File: config.mk
export PLATFORM = sky130hd
export DESIGN_NAME = lsu_ctrl
export DESIGN_NICKNAME = d
export VERILOG_FILES = /design/src/rtl/lsu_ctrl_pkg.sv /design/src/rtl/lsu_ctrl_align.sv /design/src/rtl/lsu_ctrl.sv
export SDC_FILE = /design/constraint.sdc
export NUM_CORES = 1
export LEC_CHECK = 0
export ABC_AREA = 0
export CORE_AREA = 2 2 158 160
export DETAILED_ROUTE_END_ITERATION = 10
export DIE_AREA = 0 0 160 162
export PLACE_DENSITY = 0.81
export SLEW_MARGIN = 10
export SYNTH_ARGS = -nofsm -noshare
export SYNTH_HDL_FRONTEND = slang
export SYNTH_SLANG_ARGS = --single-unit
File: constraint.sdc
create_clock -name clk -period 7.2 [get_ports clk]
set_clock_uncertainty 0.15 [all_clocks]
set_input_delay 1.8 -clock clk [delete_from_list [all_inputs] [get_ports clk]]
set_output_delay 1.8 -clock clk [all_outputs]
set_load 0.005 [all_outputs]
File: src/rtl/lsu_ctrl_pkg.sv
// Shared LSU definitions: width-select indices, FSM state encoding and
// the per-width byte-enable helper.
package lsu_ctrl_pkg;
   localparam int WDTOP8       = 0;
   localparam int WDTOP16      = 1;
   localparam int WDTOP32      = 2;
   localparam int WDTOP64      = 3;
   localparam int WDT_TYPE_CNT = 4;

   typedef enum logic [1:0] {
      S_IDLE = 2'd0,
      S_REQ  = 2'd1,
      S_WAIT = 2'd2,
      S_RESP = 2'd3
   } lsu_state_e;

   function automatic logic [7:0] width_mask(input logic [WDT_TYPE_CNT-1:0] wdt);
      if (wdt[WDTOP8])       width_mask = 8'h01;
      else if (wdt[WDTOP16]) width_mask = 8'h03;
      else if (wdt[WDTOP32]) width_mask = 8'h0F;
      else                   width_mask = 8'hFF;
   endfunction
endpackage

File: src/rtl/lsu_ctrl_align.sv
// Combinational byte-lane logic: store data/mask placement, load extract
// with sign/zero extension, and the natural-alignment check.
module lsu_ctrl_align
   import lsu_ctrl_pkg::*;
(
   input  logic [2:0]              off_i,
   input  logic [WDT_TYPE_CNT-1:0] wdt_i,
   input  logic                    uns_i,
   input  logic                    store_i,
   input  logic [63:0]             wdata_i,
   input  logic [63:0]             rdata_i,
   output logic [7:0]              wmask_o,
   output logic [63:0]             wdata_o,
   output logic [63:0]             rdata_o,
   output logic                    misalign_o
);
   logic [5:0]  shamt;
   logic [63:0] sh;
   logic        sx;

   always_comb begin
      shamt   = {off_i, 3'b000};
      sx      = ~uns_i;
      wmask_o = store_i ? (width_mask(wdt_i) << off_i) : 8'h00;
      wdata_o = wdata_i << shamt;
      sh      = rdata_i >> shamt;
      if (wdt_i[WDTOP8])       rdata_o = {{56{sx & sh[7]}},  sh[7:0]};
      else if (wdt_i[WDTOP16]) rdata_o = {{48{sx & sh[15]}}, sh[15:0]};
      else if (wdt_i[WDTOP32]) rdata_o = {{32{sx & sh[31]}}, sh[31:0]};
      else                     rdata_o = sh;
      misalign_o = (wdt_i[WDTOP16] && off_i[0])
                || (wdt_i[WDTOP32] && (off_i[1:0] != 2'b00))
                || (wdt_i[WDTOP64] && (off_i != 3'b000));
   end
endmodule

File: src/rtl/lsu_ctrl.sv
// Single-beat load/store sequencer: latches one decoded memory op, drives the
// 64-bit memory port, and returns extended load data or an error response.
module lsu_ctrl
   import lsu_ctrl_pkg::*;
#(
   parameter int ADDR_W  = 64,
   parameter int TIMEOUT = 255
) (
   input  logic              clk,
   input  logic              rst,
   input  logic              req_valid,
   output logic              req_ready,
   input  logic              is_load,
   input  logic              mem_wen,
   input  logic [ADDR_W-1:0] addr,
   input  logic [63:0]       wdata,
   input  logic [3:0]        wdt_op,
   input  logic              is_unsigned,
   output logic              resp_valid,
   output logic              resp_err,
   output logic [63:0]       resp_rdata,
   output logic              core_busy,
   output logic              mem_req_valid,
   input  logic              mem_req_ready,
   output logic [ADDR_W-1:0] mem_addr,
   output logic              mem_we,
   output logic [7:0]        mem_wmask,
   output logic [63:0]       mem_wdata,
   input  logic              mem_rsp_valid,
   input  logic [63:0]       mem_rdata
);
   localparam int CNT_W = (TIMEOUT > 1) ? $clog2(TIMEOUT) : 1;
   localparam logic [CNT_W-1:0] TO_LAST = CNT_W'((TIMEOUT > 0) ? TIMEOUT - 1 : 0);

   lsu_state_e        state_q, state_d;
   logic [ADDR_W-1:0] addr_q;
   logic              we_q, uns_q, err_q;
   logic [7:0]        wmask_q;
   logic [63:0]       wdata_q, rdata_q;
   logic [2:0]        off_q;
   logic [3:0]        wdt_q;
   logic [CNT_W-1:0]  cnt_q;

   logic        idle, req_err, timeout_hit, misalign;
   logic [2:0]  al_off;
   logic [3:0]  al_wdt;
   logic        al_uns;
   logic [7:0]  al_wmask;
   logic [63:0] al_wdata, al_rdata;

   // In IDLE the aligner sees the incoming request; afterwards the latched copy,
   // so one instance serves both the accept-time check and the load extract.
   assign idle   = (state_q == S_IDLE);
   assign al_off = idle ? addr[2:0]   : off_q;
   assign al_wdt = idle ? wdt_op      : wdt_q;
   assign al_uns = idle ? is_unsigned : uns_q;

   lsu_ctrl_align u_align (
      .off_i      (al_off),
      .wdt_i      (al_wdt),
      .uns_i      (al_uns),
      .store_i    (mem_wen),
      .wdata_i    (wdata),
      .rdata_i    (mem_rdata),
      .wmask_o    (al_wmask),
      .wdata_o    (al_wdata),
      .rdata_o    (al_rdata),
      .misalign_o (misalign)
   );

   assign req_err     = (is_load == mem_wen) || !$onehot(wdt_op) || misalign;
   assign timeout_hit = (TIMEOUT != 0) && (cnt_q == TO_LAST);

   always_ff @(posedge clk) begin
      if (rst) state_q <= S_IDLE;
      else     state_q <= state_d;
   end

   always_comb begin
      state_d = state_q;
      case (state_q)
         S_IDLE: if (req_valid) state_d = req_err ? S_RESP : S_REQ;
         S_REQ:  if (mem_req_ready) state_d = S_WAIT;
         S_WAIT: if (mem_rsp_valid || timeout_hit) state_d = S_RESP;
         S_RESP: state_d = S_IDLE;
         default: state_d = S_IDLE;
      endcase
   end

   always_comb begin
      req_ready     = idle;
      core_busy     = !idle || req_valid;
      mem_req_valid = (state_q == S_REQ);
      resp_valid    = (state_q == S_RESP);
      resp_err      = (state_q == S_RESP) && err_q;
      resp_rdata    = rdata_q;
      mem_addr      = addr_q;
      mem_we        = we_q;
      mem_wmask     = wmask_q;
      mem_wdata     = wdata_q;
   end

   always_ff @(posedge clk) begin
      if (rst) begin
         addr_q  <= '0;
         we_q    <= 1'b0;
         uns_q   <= 1'b0;
         err_q   <= 1'b0;
         wmask_q <= '0;
         wdata_q <= '0;
         rdata_q <= '0;
         off_q   <= '0;
         wdt_q   <= '0;
         cnt_q   <= '0;
      end else begin
         case (state_q)
            S_IDLE: begin
               cnt_q <= '0;
               if (req_valid) begin
                  addr_q  <= {addr[ADDR_W-1:3], 3'b000};
                  we_q    <= mem_wen;
                  uns_q   <= is_unsigned;
                  off_q   <= addr[2:0];
                  wdt_q   <= wdt_op;
                  wmask_q <= al_wmask;
                  wdata_q <= al_wdata;
                  err_q   <= req_err;
                  if (req_err) rdata_q <= '0;
               end
            end
            S_WAIT: begin
               if (mem_rsp_valid) begin
                  rdata_q <= we_q ? 64'd0 : al_rdata;
               end else if (timeout_hit) begin
                  err_q   <= 1'b1;
                  rdata_q <= '0;
               end else begin
                  cnt_q <= cnt_q + 1'b1;
               end
            end
            default: ;
         endcase
      end
   end
endmodule
# Yosys cells after proc, flatten, opt, wreduce, memory -nomap -nowiden
# Index checks and enable logic that the tools add are counted.
[totals]
rom_bits = 0
register_bits = 217
memories = 0
out_inout_bits = 206
in_bits = 204
ramBits = 0
elab_cells = 85
latch_bits = 0
[op_classes]
shift = 3
eq_ne = 14
reduce_logical = 21
div = 0
mux = 28
n_addsub = 4
bitwise_logic = 4
n_lt_le_gt_ge = 0
n_mul = 0
[op_table]
columns = ["operator", "n"]
rows = [
  ["two-way mux 64 bit", 8],
  ["one-hot mux 64 bit (2 select lines)", 1],
  ["left shift 64 x 6 -> 64 bit", 1],
  ["right shift 64 x 6 -> 64 bit", 1],
  ["two-way mux 8 bit", 6],
  ["one-hot mux 8 bit (2 select lines)", 1],
  ["!= test 2 bit, second input constant", 5],
  ["adder 8 x 1 -> 8 bit, second input constant", 1],
  ["equality test 8 bit, second input constant", 1],
  ["two-way mux 2 bit", 4],
  ["one-hot mux 2 bit (4 select lines)", 1],
  ["AND reduction 4 bit", 2],
  ["left shift 8 x 3 -> 8 bit", 1],
  ["logical OR 1 bit", 6],
  ["AND reduction 3 bit", 2],
  ["adder 1 x 1 -> 2 bit", 2],
  ["equality test 2 bit, second input constant", 2],
  ["logical AND 1 bit", 4],
  ["two-way mux 1 bit", 4],
  ["two-way mux 4 bit", 1],
  ["!= test 2 x 1 -> 1 bit, second input constant", 2],
  ["nonzero test 2 bit", 2],
  ["adder 2 x 2 -> 3 bit", 1],
  ["AND 1 bit", 3],
  ["other kinds (11)", 12],
]

# Depth between registers and ports, before layout
# Gate-level depths: netlist (run 1).
[depth]
depth_word = 10
mapped_depth = 13
ltp_nobuf = 11

# Cells and area by module
# From an unflattened synthesis (run 1), not the netlist that was laid out.
[hier_totals]
hier_cells = 1626
area_unflattened_um2 = 12225.5
[by_module_without_submodules]
columns = ["mod", "cells_each", "area_each_um2", "instances", "seq_area_each_um2"]
rows = [
  ["lsu_ctrl", 1000, 8261.7, 1, 4344.2],
  ["lsu_ctrl_align", 626, 3963.8, 1, 0.0],
]

# Least setup slack after synthesis (run 1)
# Ideal clock, no wire load.
[synth_path]
path_type = "input to register"
startpoint = "input wdt_op[0]"
endpoint = "register rdata_q[38] (netlist: resp_rdata[38])"
required_time_ps = 6991
slack_ps = 2778
setup_time_ps = 59
path_buffers = 2
path_stages = 12
t_arrival_ps = 4213
cell_sequence = "inv_1 -> fa_1 -> inv_1 -> ha_1 -> ha_1 -> nor3b_1 -> and4_1 -> o211ai_1 -> a21oi_1 -> buf_2 -> buf_1 -> a22o_1"
[synth_between]
elab_chain_cells = 8
word_cells_on_any_way = 13
cone_classes = "2 x add/sub; 2 x eq/ne; 5 x mux; 4 x reduce/logical"
[synth_lines]
columns = ["element", "line_no", "text"]
rows = [
  ["from (decl)", "lsu_ctrl.sv:17", "input logic [3:0] wdt_op,"],
  ["adder 1 x 1 -> 2 bit (not written as such)", "lsu_ctrl.sv:71", "assign req_err = (is_load == mem_wen) || !$onehot(wdt_op) || misalign;"],
  ["adder 2 x 2 -> 3 bit (not written as such)", "lsu_ctrl.sv:71", ""],
  ["equality test 3 x 1 -> 1 bit", "lsu_ctrl.sv:71", ""],
  ["zero test 1 bit", "lsu_ctrl.sv:71", ""],
  ["logical OR 1 bit (2 in a row)", "lsu_ctrl.sv:71", ""],
  ["!= test 2 x 1 -> 1 bit (no line)", "-", ""],
  ["AND reduction 4 bit (no line)", "-", ""],
  ["to (signal assigned)", "lsu_ctrl.sv:133", "rdata_q <= we_q ? 64'd0 : al_rdata;"],
  ["to (decl)", "lsu_ctrl.sv:39", "logic [63:0] wdata_q, rdata_q;"],
]
# Several ways; a longest one is shown, not always the timed one.
# A chain may end at the register's enable or synchronous reset.

# Worst setup path in the final report (run 1)
[layout_path]
startpoint = "input wdt_op[1]"
endpoint = "register rdata_q[30] (netlist: resp_rdata[30])"
# The elaborated chain is that of the path after synthesis.

==> results.sh, run 1 <==
export IMPL_synth_top_area_cell="dfxtp_1"
export IMPL_finalSetupViolCount=0
export IMPL_start_kind="input pin"
export IMPL_drc=0
export IMPL_irDropWorstVdd_mv=0.194
export IMPL_drv_slew=0
export IMPL_antenna_found_initial=4
export IMPL_yosysUniqueCellTypes=55
export IMPL_required_ns=7.47
export IMPL_cp_top_family="buffers and inverters"
export IMPL_ctsHoldBuffers=0
export IMPL_ys_seq_elements=217
export IMPL_clk_pin_slew_ns=0.06
export IMPL_worstSetupEndpointType="flip-flop"
export IMPL_synth_ff_type="dfxtp_1"
export IMPL_crit_type="input pin to flip-flop"
export IMPL_leakagePower_nw=6.19
export IMPL_grt_pass1_vias=11258
export IMPL_max_freq_mhz=187
export IMPL_setup_slack_ns=1.86
export IMPL_synth_area_leaders="dfxtp_1 (40%), mux2i_1 (11%), nand2_1 (10%), a21oi_1 (5.2%), nor2_1 (4.5%)"
export IMPL_worst_path_buf_inv=4
export IMPL_whs_ns=0.301
export IMPL_cts_resized=0
export IMPL_slew_limit_headroom=0.321
export IMPL_ys_seq_area_frac=0.400
export IMPL_grt_total_usage=0.310
export IMPL_dp_hpwl_um=30500
export IMPL_die_width_um=160
export IMPL_synth_edf_count=0
export IMPL_rsz0062_at_grt="false"
export IMPL_cts_path_max_buffers=3
export IMPL_async_flop_share=0
export IMPL_dp_cells=2002
export IMPL_hold_viol_final=0
export IMPL_cts_htree_levels=1
export IMPL_grt_max_degree=91
export IMPL_num_rows=57
export IMPL_cts_tree="yes"
export IMPL_clockRootBuffer="clkbuf_16"
export IMPL_path_max_fanout=34
export IMPL_ant_nets=0
export IMPL_period_minus_slack_ns=5.34
export IMPL_nets=1918
export IMPL_wl_per_cell_um=20.7
export IMPL_grt_pass1_wl_um=64200
export IMPL_overflow=0
export IMPL_die_h_um=162
export IMPL_status="finished clean"
export IMPL_dpl_instance_area_mm2=0.0150
export IMPL_place_congestion=0.926
export IMPL_cts_sinks=217
export IMPL_fin_area_mm2=0.0159
export IMPL_critPathArrivalTime_ns=5.61
export IMPL_worst_pin_slew_ns=1.01
export IMPL_drv_cap=0
export IMPL_die_area_mm2=0.0259
export IMPL_synth_top_area_share=0.400
export IMPL_place_ws_ns=1.43
export IMPL_synth_warning_count=0
export IMPL_critPathMaxStageDelay_ns=0.66
export IMPL_area_growth_pct=46.7
export IMPL_port_buffers=406
export IMPL_cpMaxStageDelayCell="a21oi_4"
export IMPL_syn_avg_cell_area_um2=7.94
export IMPL_clk_latency_ns=0.52
export IMPL_total_power_mw=5.57
export IMPL_layoutNonFillerInstCount=2051
export IMPL_p_per_area_mw_per_mm2=350
export IMPL_holdCritPathClass="flip-flop to flip-flop"
export IMPL_cts_setup_buffers=0
export IMPL_ios=410
export IMPL_drt_vias_per_instance=5.72
export IMPL_drive_gt1_frac=0.0435
export IMPL_routed_wl_um=42500
export IMPL_start_util=0.450
export IMPL_core_area_mm2=0.0241
export IMPL_cts_buffers=25
export IMPL_first_pass_iters=6
export IMPL_crit_chain="clkdlybuf4s50_1 -> inv_1 -> fa_1 -> inv_1 -> ha_1 -> ha_1 -> nor3b_1 -> and4_1 -> o211ai_1 -> a21oi_4 -> buf_4 -> nand2_1 -> o21ai_0"
export IMPL_netlist_area_mm2=0.0108
export IMPL_vias=11736
export IMPL_min_period_over_period=0.742
export IMPL_syn_inst=1366
export IMPL_postLayoutCoreUtil=0.660
export IMPL_drt_iter0_drc=1067
export IMPL_fin_tns_setup_ns=0
==> path summary, 6_finish.rpt <==
check,startpoint,to,slack [ns],cells past startpoint
max,wdt_op[1],resp_rdata[30]$_SDFFE_PP0P_,1.86,13
min,mem_addr[47]$_SDFFE_PP0P_,mem_addr[47]$_SDFFE_PP0P_,0.30,2
max reg2reg,state_q[1]$_SDFFE_PP0P_,resp_rdata[30]$_SDFFE_PP0P_,2.92,9
min reg2reg,mem_addr[47]$_SDFFE_PP0P_,mem_addr[47]$_SDFFE_PP0P_,0.30,2
==> cells in the final DEF (no fill, tap or decap), drive strengths merged, types with 29 or more instances in the layout <==
master / instances
clkdlybuf4s50: 404
nand2: 296
dfxtp: 217
nor2: 129
mux2i: 118
a21oi: 113
o21ai: 52
a211oi: 40
nor3: 39
nand3: 38
clkbuf: 35
a22o: 32
a22oi: 29
==> worst reg2reg max path, stage by stage (launching register included) <==
cell and delay (ns):
dfxtp_1 0.33, inv_1 0.11, ha_1 0.28, buf_4 0.45, mux2_4 0.74, mux4_2 0.61
mux2_2 0.31, a32o_1 0.25, nand2b_1 0.62, o21ai_0 0.26
==> logic make-up (layout without fill, tap and decap cells) <==
logic type | Yosys count | count (layout) | synth area share
xor gates and xnor gates | 7 | 7 | 0.00565
and+or+nand+nor | 549 | 549 | 0.212
adders and majority gates | 9 | 9 | 0.0111
muxes | 125 | 125 | 0.119
AOI/OAI and AO/OA | 336 | 336 | 0.204
buffers and inverters | 122 | 477 | 0.0473
DFF | 217 | 217 | 0.400
other | 1 | 7 | 0.000346
==> state kept, by name, indices dropped and copies added (netlist names) <==
register	flops
state_q	2
uns_q	1
mem_we	1
off_q	3
cnt_q	8
mem_addr	61
resp_rdata	64
mem_wdata	64
mem_wmask	8
err_q	1
wdt_q	4
==> where the power goes <==
group / total [mW] / switching (mW) / internal [mW]
sequential: 1.51 / 0.117 / 1.39
combinational: 2.70 / 1.61 / 1.10
clock: 1.36 / 0.509 / 0.849
total: 5.57 / 2.23 / 3.34
==> metal layers <==
metal | part of all wire | track usage | vias to the layer above
met3 | 0.10 | 0.0840 | 107
met4 | 0.041 | 0.126 | 0
met5 | 0 | 0 | -
met2 | 0.48 | 0.538 | 682
li1 | - | - | 5498
met1 | 0.37 | 0.365 | 5449
==> cell type report <==
class | instances | area (um2)
Tap cell | 324 | 405
Inverter | 10 | 37.5
Clock inverter | 10 | 181
Fill cell | 2059 | 8190
Clock buffer | 35 | 693
Antenna cell | 4 | 10.0
Timing Repair Buffer | 422 | 4180
Sequential cell | 217 | 4340
Multi-Input combinational cell | 1029 | 6070
==> cell usage after synthesis, drive strengths merged, types with 5 or more instances <==
library cell	count
clkbuf	88
mux2i	118
a211oi	40
ha	8
mux2	5
buf	24
nand2b	5
a21oi	113
nor3	39
xor2	5
o211ai	10
a22o	32
inv	9
nor3b	5
a22oi	29
o31ai	9
a221oi	17
and3	18
nor2	129
o21ai	52
nand3	38
o221ai	8
dfxtp	217
nand2	296
a311oi	8
a21o	8
Power figures use the tool's default switching activity.
==> inputs of run 2 (changes only) <==
--- a/config.mk
+++ b/config.mk
@@ -6,10 +6,10 @@
 export NUM_CORES = 1
 export LEC_CHECK = 0
 export ABC_AREA = 0
-export CORE_AREA = 2 2 158 160
+export CORE_AREA = 2 2 159 161
 export DETAILED_ROUTE_END_ITERATION = 10
-export DIE_AREA = 0 0 160 162
-export PLACE_DENSITY = 0.81
+export DIE_AREA = 0 0 161 163
+export PLACE_DENSITY = 0.8
 export SLEW_MARGIN = 10
 export SYNTH_ARGS = -nofsm -noshare
 export SYNTH_HDL_FRONTEND = slang
==> constraint.sdc (replaced) <==
create_clock -name clk -period 5.3 [get_ports clk]
set_clock_uncertainty 0.15 [all_clocks]
set_input_delay 1.325 -clock clk [delete_from_list [all_inputs] [get_ports clk]]
set_output_delay 1.325 -clock clk [all_outputs]
set_load 0.005 [all_outputs]
==> run 2 against run 1 <==
  * Global-route usage down 0.68 points
  * Hold slack improved by 0.00070 ns
  * Final cell count rose by 0.39%
  * Highest routed layer is now met5
  * Sequential share of layout area about the same
  * Clock power increased by 28%
==> results.sh, run 2 (synthesis gave the netlist of run 1 again) <==
export IMPL_cts_sinks=217
export IMPL_start_util=0.440
export IMPL_worst_r2r_path_depth=10
export IMPL_final_cell_mix="clkdlybuf4s50_1 (404), nand2_1 (295), dfxtp_1 (217)"
export IMPL_num_rows=58
export IMPL_r2r_slack_ns=0.99
export IMPL_cts_setup_buffers=0
export IMPL_ctsHoldBuffers=0
export IMPL_cts_resized=0
export IMPL_grt_total_usage=0.303
export IMPL_die_area_mm2=0.0262
export IMPL_irDropWorstVdd_mv=0.285
export IMPL_dp_hpwl_um=30600
export IMPL_crit_type="input pin to flip-flop"
export IMPL_finalSetupViolCount=0
export IMPL_ant_nets=0
export IMPL_fin_tns_setup_ns=0
export IMPL_mostFrequentLayoutCell="clkdlybuf4s50_1"
export IMPL_crit_start="wdt_op[1]"
export IMPL_holdCritPathClass="flip-flop to flip-flop"
export IMPL_grt_pass1_wl_um=63500
export IMPL_grt_max_degree=77
export IMPL_period_minus_slack_ns=4.41
export IMPL_drv_slew=0
export IMPL_drive_gt1_frac=0.0468
export IMPL_die_width_um=161
export IMPL_busiest_layer="met2"
export IMPL_clk_pin_slew_ns=0.06
export IMPL_area_growth_pct=46.8
export IMPL_cts_htree_levels=1
export IMPL_required_ns=5.61
export IMPL_leakagePower_nw=6.21
export IMPL_routed_wl_um=42000
export IMPL_grt_pass1_vias=11213
export IMPL_gr_usage_met2=0.518
export IMPL_wl_per_cell_um=20.4
export IMPL_worstSetupEndpointType="flip-flop"
export IMPL_drv_cap=0
export IMPL_antenna_found_initial=1
export IMPL_use_met3=0.0705
export IMPL_critPathMaxStageDelay_ns=0.88
export IMPL_cts_path_max_buffers=3
export IMPL_start_kind="input pin"
export IMPL_overflow=0
export IMPL_cts_tree="yes"
export IMPL_crit_end="resp_rdata[37]$_SDFFE_PP0P_"
export IMPL_drc=0
export IMPL_min_period_over_period=0.832
export IMPL_core_area_mm2=0.0247
export IMPL_clk_latency_ns=0.53
export IMPL_path_max_fanout=24
export IMPL_nets=1926
export IMPL_drt_iter0_drc=889
export IMPL_place_congestion=0.943
export IMPL_first_pass_iters=9
export IMPL_critPathArrivalTime_ns=4.72
export IMPL_max_freq_mhz=227
export IMPL_clockRootBuffer="clkbuf_16"
export IMPL_port_buffers=406
export IMPL_status="finished clean"
export IMPL_r2r_start="state_q[1]$_SDFFE_PP0P_"
export IMPL_insertedDiodeCount=0
export IMPL_met1_usage=0.373
export IMPL_crit_chain="clkdlybuf4s50_1 -> inv_1 -> fa_1 -> inv_1 -> ha_1 -> ha_1 -> nor3b_1 -> and4_1 -> o211ai_1 -> nand3_1 -> nor3b_4 -> a22o_1"
export IMPL_vias=11726
export IMPL_p_per_area_mw_per_mm2=469
export IMPL_die_h_um=163
export IMPL_cpMaxStageDelayCell="nor3b_4"
export IMPL_cts_buffers=25
export IMPL_slew_limit_headroom=0.238
export IMPL_drt_vias_per_instance=5.69
export IMPL_ios=410
export IMPL_hold_viol_final=0
export IMPL_worst_pin_slew_ns=1.13
export IMPL_whs_ns=0.302
export IMPL_timing_rr_end="resp_rdata[37]$_SDFFE_PP0P_"
export IMPL_rsz0062_at_grt="false"
-- run 2: per-layer routing --
metal,vias to the layer above,part of all wire
li1,5517,-
met1,5490,0.39
met2,622,0.49
met3,95,0.089
met4,2,0.037
met5,-,0.00031
-- run 2: how the worst min path moves through the flow --
| stage | start | to | slack (ns) | depth (start not counted) |
|---|---|---|---|---|
| final | mem_addr[16]$_SDFFE_PP0P_ | mem_addr[16]$_SDFFE_PP0P_ | 0.30 | 2 |
| after detailed placement | resp_rdata[60]$_SDFFE_PP0P_ | resp_rdata[60]$_SDFFE_PP0P_ | 0.30 | 2 |
| after global placement | resp_rdata[16]$_SDFFE_PP0P_ | resp_rdata[16]$_SDFFE_PP0P_ | 0.29 | 2 |
| after global routing | mem_addr[59]$_SDFFE_PP0P_ | mem_addr[59]$_SDFFE_PP0P_ | 0.32 | 2 |
| after CTS | mem_addr[47]$_SDFFE_PP0P_ | mem_addr[47]$_SDFFE_PP0P_ | 0.30 | 2 |
| after floorplan | resp_rdata[0]$_SDFFE_PP0P_ | resp_rdata[0]$_SDFFE_PP0P_ | 0.30 | 2 |
-- run 2: final cells by class --
| class | count | area, um2 |
|---|---|---|
| clock buffer | 35 | 693 |
| clock inverter | 8 | 119 |
| fill | 2125 | 8750 |
| inverter | 10 | 37.5 |
| multi-input combinational | 1029 | 6070 |
| sequential | 217 | 4340 |
| tap | 330 | 413 |
| timing repair buffer | 430 | 4250 |
-- run 2: worst max-delay path, delay by kind of cell --
kind / cells / cell delay, ns
AOI/OAI and AO/OA: 2 / 0.36
adders and majority gates: 3 / 0.95
buffers and inverters: 3 / 0.75
and+or+nand+nor: 4 / 1.32
-- run 2: per-stage QoR --
stage	utilization	setup WS [ns]	instances	instance area, um2	power, mW
finish	0.645	0.890	2059	15900	7.47
global route	0.645	0.677	2059	15900	7.88
CTS	0.645	0.917	2059	15900	7.46
detailed placement	0.612	0.391	2016	15100	5.70
global placement	0.612	0.470	2016	15100	5.65
floorplan	-	1.35	1368	10900	4.29
-- run 2: power by group --
| group | switching, mW | internal [mW] | total (mW) |
|---|---|---|---|
| registers | 0.158 | 1.89 | 2.05 |
| logic | 2.17 | 1.52 | 3.69 |
| clock network | 0.685 | 1.05 | 1.74 |
| total | 3.01 | 4.46 | 7.47 |
